==> src/rtl/io_responder.sv <==
// Memory-mapped I/O responder: SEG/LED write registers, switch/button readback with
// debounced buttons and clear-on-read press events, and an 8-digit 7-segment scanner.

module io_responder_btn #(
    parameter int DEBOUNCE_CYCLES = 1000000
) (
    input  logic clk,
    input  logic rst_n,
    input  logic btn_raw,
    output logic btn_db,
    output logic btn_rise
);
    localparam int CW = (DEBOUNCE_CYCLES > 2) ? $clog2(DEBOUNCE_CYCLES) : 1;
    localparam logic [CW-1:0] CNT_MAX = CW'(DEBOUNCE_CYCLES - 1);

    logic          sync1_q, sync1_d;
    logic          sync2_q, sync2_d;
    logic          db_q, db_d;
    logic [CW-1:0] cnt_q, cnt_d;

    always_comb begin
        sync1_d = btn_raw;
        sync2_d = sync1_q;
        db_d    = db_q;
        cnt_d   = '0;
        // Any sample that agrees with the accepted level restarts the run
        if (sync2_q != db_q) begin
            if (cnt_q == CNT_MAX) begin
                db_d  = sync2_q;
                cnt_d = '0;
            end else begin
                cnt_d = cnt_q + CW'(1);
            end
        end
    end

    always_ff @(posedge clk or negedge rst_n) begin
        if (!rst_n) begin
            sync1_q <= 1'b0;
            sync2_q <= 1'b0;
            db_q    <= 1'b0;
            cnt_q   <= '0;
        end else begin
            sync1_q <= sync1_d;
            sync2_q <= sync2_d;
            db_q    <= db_d;
            cnt_q   <= cnt_d;
        end
    end

    assign btn_db   = db_q;
    assign btn_rise = db_d & ~db_q;
endmodule

module io_responder #(
    parameter int SCAN_CYCLES     = 100000,
    parameter int DEBOUNCE_CYCLES = 1000000
) (
    input  logic        clk,
    input  logic        rst_n,
    input  logic [31:0] addr,
    input  logic        wen,
    input  logic [31:0] wdata,
    output logic [31:0] rdata,
    output logic        hit,
    input  logic [23:0] device_sw,
    input  logic [4:0]  device_button,
    output logic [23:0] device_led,
    output logic [7:0]  seg_en,
    output logic [7:0]  seg_out
);
    localparam int NUM_BTN = 5;
    localparam int SW = (SCAN_CYCLES > 2) ? $clog2(SCAN_CYCLES) : 1;
    localparam logic [SW-1:0] SCAN_MAX = SW'(SCAN_CYCLES - 1);

    localparam logic [31:0] A_SEG    = 32'hFFFF_F000;
    localparam logic [31:0] A_LED_LO = 32'hFFFF_F060;
    localparam logic [31:0] A_LED_HI = 32'hFFFF_F062;
    localparam logic [31:0] A_SW     = 32'hFFFF_F070;
    localparam logic [31:0] A_BTN    = 32'hFFFF_F078;

    function automatic logic [7:0] hex7(input logic [3:0] n);
        case (n)
            4'h0: hex7 = 8'hC0;  4'h1: hex7 = 8'hF9;  4'h2: hex7 = 8'hA4;  4'h3: hex7 = 8'hB0;
            4'h4: hex7 = 8'h99;  4'h5: hex7 = 8'h92;  4'h6: hex7 = 8'h82;  4'h7: hex7 = 8'hF8;
            4'h8: hex7 = 8'h80;  4'h9: hex7 = 8'h90;  4'hA: hex7 = 8'h88;  4'hB: hex7 = 8'h83;
            4'hC: hex7 = 8'hC6;  4'hD: hex7 = 8'hA1;  4'hE: hex7 = 8'h86;  default: hex7 = 8'h8E;
        endcase
    endfunction

    logic [NUM_BTN-1:0] btn_db, btn_rise;

    for (genvar i = 0; i < NUM_BTN; i++) begin : g_btn
        io_responder_btn #(.DEBOUNCE_CYCLES(DEBOUNCE_CYCLES)) u_btn (
            .clk      (clk),
            .rst_n    (rst_n),
            .btn_raw  (device_button[i]),
            .btn_db   (btn_db[i]),
            .btn_rise (btn_rise[i])
        );
    end

    logic               sel_seg, sel_led_lo, sel_led_hi, sel_sw, sel_btn, btn_rd;
    logic [31:0]        seg_q, seg_d;
    logic [23:0]        led_q, led_d;
    logic [31:0]        rdata_q, rdata_d;
    logic [NUM_BTN-1:0] evt_q, evt_d;
    logic [SW-1:0]      scan_cnt_q, scan_cnt_d;
    logic [2:0]         idx_q, idx_d;
    logic [7:0]         seg_en_q, seg_en_d;
    logic [7:0]         seg_out_q, seg_out_d;

    assign sel_seg    = (addr == A_SEG);
    assign sel_led_lo = (addr == A_LED_LO);
    assign sel_led_hi = (addr == A_LED_HI);
    assign sel_sw     = (addr == A_SW);
    assign sel_btn    = (addr == A_BTN);
    assign hit        = sel_seg | sel_led_lo | sel_led_hi | sel_sw | sel_btn;
    assign btn_rd     = sel_btn & ~wen;

    always_comb begin
        seg_d = seg_q;
        led_d = led_q;
        if (wen && sel_seg)    seg_d          = wdata;
        if (wen && sel_led_lo) led_d[15:0]    = wdata[15:0];
        if (wen && sel_led_hi) led_d[23:16]   = wdata[7:0];

        // Read data reflects pre-edge state, so a same-cycle write is not forwarded
        rdata_d = '0;
        if (sel_seg)                  rdata_d = seg_q;
        else if (sel_led_lo || sel_led_hi) rdata_d = {8'b0, led_q};
        else if (sel_sw)              rdata_d = {8'b0, device_sw};
        else if (sel_btn)             rdata_d = {22'b0, evt_q, btn_db};

        // Clearing only affects bits already returned; a fresh rise always sets
        evt_d = (btn_rd ? '0 : evt_q) | btn_rise;

        scan_cnt_d = scan_cnt_q + SW'(1);
        idx_d      = idx_q;
        if (scan_cnt_q == SCAN_MAX) begin
            scan_cnt_d = '0;
            idx_d      = idx_q + 3'd1;
        end

        // Enable and segments come from the same next-state index, so they stay paired
        seg_en_d  = ~(8'd1 << idx_d);
        seg_out_d = hex7(seg_d[{idx_d, 2'b00} +: 4]);
    end

    always_ff @(posedge clk or negedge rst_n) begin
        if (!rst_n) begin
            seg_q      <= '0;
            led_q      <= '0;
            rdata_q    <= '0;
            evt_q      <= '0;
            scan_cnt_q <= '0;
            idx_q      <= '0;
            seg_en_q   <= 8'hFE;
            seg_out_q  <= 8'hC0;
        end else begin
            seg_q      <= seg_d;
            led_q      <= led_d;
            rdata_q    <= rdata_d;
            evt_q      <= evt_d;
            scan_cnt_q <= scan_cnt_d;
            idx_q      <= idx_d;
            seg_en_q   <= seg_en_d;
            seg_out_q  <= seg_out_d;
        end
    end

    assign rdata      = rdata_q;
    assign device_led = led_q;
    assign seg_en     = seg_en_q;
    assign seg_out    = seg_out_q;
endmodule

==> config.mk <==
export PLATFORM = sky130hd
export DESIGN_NAME = io_responder
export DESIGN_NICKNAME = d
export VERILOG_FILES = /design/src/rtl/io_responder.sv
export SDC_FILE = /design/constraint.sdc
export NUM_CORES = 1
export LEC_CHECK = 0
export CELL_PAD_IN_SITES_DETAIL_PLACEMENT = 1
export CELL_PAD_IN_SITES_GLOBAL_PLACEMENT = 2
export CORE_ASPECT_RATIO = 1.4
export CORE_UTILIZATION = 29
export CTS_CLUSTER_DIAMETER = 40
export CTS_CLUSTER_SIZE = 28
export DETAILED_ROUTE_END_ITERATION = 12
export PLACE_DENSITY = 0.75
export SLEW_MARGIN = 20
export SYNTH_ARGS = -nofsm -noshare
export SYNTH_HDL_FRONTEND = slang
export SYNTH_HIERARCHICAL = 1
export SYNTH_SLANG_ARGS = --single-unit
==> constraint.sdc <==
create_clock -name clk -period 3.6 [get_ports clk]
set_clock_uncertainty 0.2 [all_clocks]
set_input_delay 0.72 -clock clk [delete_from_list [all_inputs] [get_ports clk]]
set_output_delay 0.72 -clock clk [all_outputs]
set_load 0.02 [all_outputs]
==> run summary, run 1 <==
switching share of total power: 23.8%
Reg2Reg Depth: 11
Synth async-reset ratio: 100%
clock share of power: 54.5%
dpl ws: -0.782 ns
top-count cell post-synth: dfrtp_1
Final Cycle Share: 99.5%
Mapped Area: 11500 sq um
CP Launch Type: register
combinational fraction of design power: 4.4%
Synth Register Bits: 243
arrival time at the worst endpoint: 3.80 ns
top cells by count, synth: dfrtp_1 (235), nor2_1 (112), nand2_1 (59)
RSZ-0062 raised after global routing: true
Main synth FF type: dfrtp_1
vias per std cell: 5.01
DR vias: 9725
Initial Util: 29.4%
Hold Path Stages: 0
DRT antenna net count: 0
Flop pwr share: 41.1%
DIE AREA: 40600 sq um
initial antenna violation count: 0
first-pass GRT wire length: 59.7 mm
Max-cap violations: 0
TritonCTS clock tree: done
Min-Delay Path Class: register to register
status: complete, no violations
Max Slew Vio Count: 0
Cells after Synth: 1097
Max H-tree Level: 2
DR WL/cell: 19.7 microns
number of buffers added on ports: 167
worst setup path class: register to register
vias in the first global route: 10500
share of layout cells above drive strength 1: 24.3%
post-synth net total: 1206
Worst Slack Setup Final: 0.0169 ns
CP endpoint kind: register
DRT Wirelength: 38.2 mm
share of Yosys cell area claimed by the top area cell type: 51.0%
Final #Nets: 1496
Clock Tree Buf Depth: 3
Setup Viol. Count Final: 0
drc violations: 0
Total Power: 6.75 mW
clock latency at the later pin of the worst-skew pair: 0.53 ns
diode count: 0
Synth area leader: dfrtp_1
largest net degree at the start of global routing: 80
Tmin final: 3.58 ns
CP max FO: 9
CP Data Required Time: 3.82 ns
syn avg cell area: 10.5 sq um
leak pwr: 7.21 nW
Pwr Density: 413 nW/um^2
DRT iter0 DRCs: 464
Slew HR: 65.5%
I/O pins: 169
Synth Warn #: 13
Root Buffer: clkbuf_16
die height: 238 microns
Area contributors post-synth: dfrtp_1 (51%), mux2_2 (5.5%), nor2_1 (3.6%)
GRT overflow: 0
sw power: 1.61 mW
area grow syn2layout: 41.7%
core area: 39300 sq um
Die Width: 171 microns
# clock sinks: 243
Peak VDD IR: 0.294 mV
slew at the pin closest to its max-slew limit: 0.517 ns
Final Hold Vio Count: 0
Rows: 86
First-pass DRT Iterations: 7
total CTS buffers: 37
gr usage total: 19.2%
EDFF count, synth: 0
Pint: 5.14 mW
Clock transition at path regs: 0.06 ns
Post-DP HPWL: 28.3 mm
Synth cell types: 65
register area share after synthesis: 52.8%
GPL Wtd Cong: 0.834
Peak Freq: 279 MHz
total negative slack: 0 ns
[cell families after synthesis]
family          count (synthesis)  share of synthesized area (%)
compound gates                168                           9.70
xor+xnor                       71                           5.46
fa+ha+maj                      13                           1.41
buf+inv                       109                           3.74
flops                         243                           52.8
mux                            70                           6.73
other cells                     1                         0.0325
simple gates                  422                           20.1
[stage by stage]
stage	hold slack, ns	util (%)	instance area (sq um)	std cells
finish	0.127	41.6	16300	1941
CTS	0.126	41.0	16100	1934
global placement	0.137	37.4	14700	1862
floorplan	0.131	-	11600	1097
detailed placement	0.139	37.4	14700	1862
global route	0.131	41.6	16300	1941
[power by group through the flow]
stage,Sequential [mW],Clock (mW),Combinational (mW)
after floorplan,2.82,0,0.0607
after global placement,2.82,0,0.302
after detailed placement,2.82,0,0.304
after CTS,2.77,3.78,0.306
after global routing,2.77,3.89,0.325
final,2.77,3.68,0.297
[metal layers]
metal / share of wire (%) / up-vias / GRT usage, %
li1: - / 4531 / -
met4: 4.4 / 0 / 8.68
met5: 0 / - / 0
met1: 40 / 4905 / 22.5
met2: 51 / 214 / 34.1
met3: 4.0 / 75 / 3.20
[registers in the layout, summed over array words and instances (netlist names)]
signal               cells
g_btn.u_btn/cnt_q      100
rdata                   32
seg_q                   32
device_led              24
scan_cnt_q              17
seg_en                   8
seg_out                  7
evt_q                    5
g_btn.u_btn/btn_db       5
g_btn.u_btn/sync1_q      5
g_btn.u_btn/sync2_q      5
idx_q                    3
[timing repair]
item                                    CTS  global route
hold buffers                              1             0
hold endpoints to repair                 55             0
endpoints found under the setup margin    8             8
buffers inserted                          6             8
gates resized for setup                  29            41
pin swaps                                10            18
[cell type report]
class | count | area, sq um
fill | 4262 | 22900
sequential | 243 | 6090
multi-input combinational | 745 | 5290
timing repair buffer | 300 | 2800
clock buffer | 44 | 1000
tap | 528 | 661
clock inverter | 21 | 255
inverter | 60 | 235
[cell usage in the layout, fill, tap and decap left out, types with 7 or more instances in the layout]
master,count
xor2_1,33
xnor2_1,37
or4_1,26
a21oi_1,46
or3_2,15
dfstp_2,8
o21ai_0,32
a222oi_1,14
clkdlybuf4s50_1,157
buf_6,8
dfrtp_1,235
a221oi_1,9
inv_1,54
nor3_1,12
clkbuf_16,38
nor2_1,110
nand2_1,58
and3_1,19
nor4_1,11
buf_4,117
nand4_1,44
mux2_2,51
mux2i_1,12
o31ai_1,23
buf_12,7
ha_1,9
or3_1,10
nand3_1,50
[worst paths after layout]
| kind | startpoint | end | slack, ns |
|---|---|---|---|
| worst max-delay path | scan_cnt_q[11]$_DFF_PN0_ | seg_out[1]$_DFF_PN0_ | 0.02 |
| worst min-delay path | g_btn[2].u_btn/sync1_q$_DFF_PN0_ | g_btn[2].u_btn/sync2_q$_DFF_PN0_ | 0.13 |
| worst max register to register | scan_cnt_q[11]$_DFF_PN0_ | seg_out[1]$_DFF_PN0_ | 0.02 |
| worst min register to register | g_btn[2].u_btn/sync1_q$_DFF_PN0_ | g_btn[2].u_btn/sync2_q$_DFF_PN0_ | 0.13 |
| max in group asynchronous | rst_n | seg_q[31]$_DFF_PN0_ | 1.70 |
| min in group asynchronous | rst_n | g_btn[3].u_btn/cnt_q[17]$_DFF_PN0_ | 0.54 |
[worst max-delay path, cell delays in order, from the launching register on]
cell and delay (ns):
dfrtp_1 0.38, or4_4 0.55, nor4_4 0.35, buf_12 0.17, mux2i_2 0.22, buf_6 0.19
a211oi_1 0.07, buf_4 0.17, a2111o_1 0.39, o22a_4 0.28, mux2_4 0.29, a22o_1 0.19
No activity file was read; power rests on OpenSTA's default activity.
==> run 2: changes to the inputs <==
- CORE_MARGIN: unset -> 1.5
==> run 2 against run 1 <==
Effect of this change:
- cell count grew 0.15%
- sequential power is essentially flat
- core utilization is the same
- non-clock buffer count shrank 1
- count of clock-buffer cells in the layout grew 1
- clock power grew 4%
- hold slack gained 0.0082 ns
- first-iteration DRC count shrank 5.4%
- largest cell class unchanged
- largest power group unchanged
- highest routed layer unchanged
==> run summary, run 2 (synthesis results as in run 1) <==
CP Launch Type: primary input
clock share of power: 55.4% (+0.9 points)
most common cell after layout, fill and taps aside: dfrtp_1
Final Hold Vio Count: 0 (unchanged)
Pint: 5.22 mW (+1.4%)
arrival time at the worst endpoint: 3.85 ns (+0.05 ns)
Max Slew Vio Count: 0 (unchanged)
First-pass DRT Iterations: 7 (unchanged)
Flop pwr share: 40.3% (-0.8 points)
CP Data Required Time: 3.86 ns (+0.04 ns)
slew at the pin closest to its max-slew limit: 0.650 ns (+0.132 ns)
leak pwr: 7.24 nW (+0.44%)
Pwr Density: 421 nW/um^2 (+1.9%)
Slew HR: 56.7% (-8.8 points)
Reg-to-Reg End: seg_out[3]$_DFF_PN0_
Initial Util: 29.4% (unchanged)
r2r setup slk: 0.02 ns (about the same)
area grow syn2layout: 41.7% (unchanged)
total CTS buffers: 38 (+2.7%)
DRT antenna net count: 0 (unchanged)
DR WL/cell: 19.9 microns (+1.1%)
die height: 239 microns (+0.42%)
RSZ-0062 raised after global routing: true
hold_sp: g_btn[4].u_btn/sync1_q$_DFF_PN0_
drc violations: 0 (unchanged)
R2R Path Start: scan_cnt_q[12]$_DFF_PN0_
DRT iter0 DRCs: 439 (-5.4%)
filler cell count: 4282 (+0.47%)
Final #Nets: 1496 (unchanged)
Peak VDD IR: 0.238 mV (-19%)
initial antenna violation count: 0 (unchanged)
Post-DP HPWL: 28.4 mm (+0.34%)
TritonCTS clock tree: done
core area: 39300 sq um (unchanged)
Post-DP Area: 14600 sq um (-0.41%)
gr usage total: 19.3% (+0.048 points)
Clock transition at path regs: 0.06 ns (about the same)
vias per std cell: 5.02 (+0.23%)
vias in the first global route: 10700 (+1.6%)
clock latency at the later pin of the worst-skew pair: 0.54 ns (about the same)
Max H-tree Level: 2 (unchanged)
Clock Tree Buf Depth: 3 (unchanged)
Final Cycle Share: 99.7% (+0.14 points)
commonest non-fill, non-tap cells in the layout: dfrtp_1 (235), clkdlybuf4s50_1 (157), buf_4 (117)
first-pass GRT wire length: 60.2 mm (+0.95%)
final hold slack: 0.136 ns (+0.00823 ns)
largest net degree at the start of global routing: 67 (-16%)
Core Util, Final: 41.6% (unchanged)
DRT Wirelength: 38.7 mm (+1.2%)
DR vias: 9762 (+0.38%)
Reg2Reg Depth: 14 (+3)
sw power: 1.66 mW (+3.3%)
Setup crit end: seg_out[5]$_DFF_PN0_
DIE AREA: 41000 sq um (+1.0%)
Top reg by flops: g_btn.u_btn/cnt_q
diode count: 0 (unchanged)
status: complete, no violations
number of buffers added on ports: 167 (unchanged)
Max-cap violations: 0 (unchanged)
Root Buffer: clkbuf_16
switching share of total power: 24.1% (+0.34 points)
# clock sinks: 243 (unchanged)
Multi-input gate area: 5240 sq um (-0.83%)
CP endpoint kind: register
GRT overflow: 0 (unchanged)
GPL Wtd Cong: 0.844 (+1.2%)
post-route cell area: 16300 sq um (unchanged)
total negative slack: 0 ns (unchanged)
Peak Freq: 279 MHz (-0.14%)
Setup Viol. Count Final: 0 (unchanged)
max FFs per register: 100 (unchanged)
Die Width: 172 microns (+0.59%)
share of layout cells above drive strength 1: 24.3% (-0.052 points)
sequential cell area: 6090 sq um (unchanged)
CP max FO: 16 (+7)
I/O pins: 169 (unchanged)
Min-Delay Path Class: register to register
Rows: 86 (unchanged)
combinational fraction of design power: 4.3% (about the same)
Tmin final: 3.59 ns (+0.00519 ns)
Worst Setup SP: addr[5]
worst setup path class: primary input to register
[run 2: cell count changes in the layout (fill, tap and decap cells not counted), sizes merged]
cell           change
clkinvlp           -1
clkdlybuf4s15      -1
bufinv             -1
inv                +2
clkbuf             +3
dlymetal6s2s       -1
buf                -2
dlygate4sd2        +1
clkinv             +3
[run 2: area by class of cell]
| cell class | count | area share [%] |
|---|---|---|
| clock buffers | 45 | 6.50 |
| clock inverters | 24 | 1.72 |
| inverters | 60 | 1.41 |
| multi-input cells | 745 | 32.1 |
| flip-flops and latches | 243 | 37.3 |
| well taps | 528 | 4.05 |
| repair buffers | 299 | 16.9 |
[run 2: worst min-delay path by stage]
stage          depth (start not counted)                               end  slack, ns
6_report                               0  g_btn[4].u_btn/sync2_q$_DFF_PN0_       0.14
5_1_grt                                0  g_btn[4].u_btn/sync2_q$_DFF_PN0_       0.16
4_1_cts                                0  g_btn[4].u_btn/sync2_q$_DFF_PN0_       0.14
3_5_place_dp                           0  g_btn[2].u_btn/sync2_q$_DFF_PN0_       0.14
3_3_place_gp                           0  g_btn[2].u_btn/sync2_q$_DFF_PN0_       0.14
2_1_floorplan                          0  g_btn[0].u_btn/sync2_q$_DFF_PN0_       0.13
[run 2: power groups by stage]
stage | Clock, mW | Combinational (mW) | Sequential (mW)
6_report | 3.81 | 0.293 | 2.77
5_1_grt | 4.01 | 0.322 | 2.78
4_1_cts | 3.91 | 0.301 | 2.77
3_5_place_dp | 0 | 0.299 | 2.82
3_3_place_gp | 0 | 0.298 | 2.82
2_1_floorplan | 0 | 0.0607 | 2.82
[run 2: timing repair]
| action | 4_1_cts | 5_1_grt |
|---|---|---|
| gates resized for setup | 20 | 41 |
| endpoints found under the hold margin | 49 | 0 |
| endpoints found under the setup margin | 8 | 8 |
| hold buffers | 1 | 0 |
| cloned | 0 | 1 |
| pin swaps | 6 | 16 |
| buffers inserted | 4 | 10 |
[run 2: worst max-delay path, cell delays in order]
cell and delay (ns):
clkdlybuf4s50_1 0.43, nor2_1 0.35, and3_1 0.29, buf_4 0.25, nand4_1 0.18, o211ai_1 0.32
a311oi_2 0.08, buf_4 0.16, a22oi_2 0.20, buf_6 0.17, ha_2 0.20, inv_1 0.07
mux2_2 0.27, o22ai_1 0.14
[run 2: metal layers]
metal	GRT usage [%]	vias up	routed length, microns
met2	35.5	232	20500
met5	0	-	0
met1	22.3	4912	15500
met4	6.86	0	1360
li1	-	4543	-
met3	2.95	75	1420
[run 2: stage by stage]
stage                     setup WS (ns)  instances  total power [mW]
after CTS                        0.0118       1933              6.98
after global placement           -0.710       1859              3.12
final                            0.0117       1944              6.88
after global routing             -0.143       1944              7.11
after detailed placement         -0.885       1859              3.12
after floorplan                  -0.169       1097              2.88
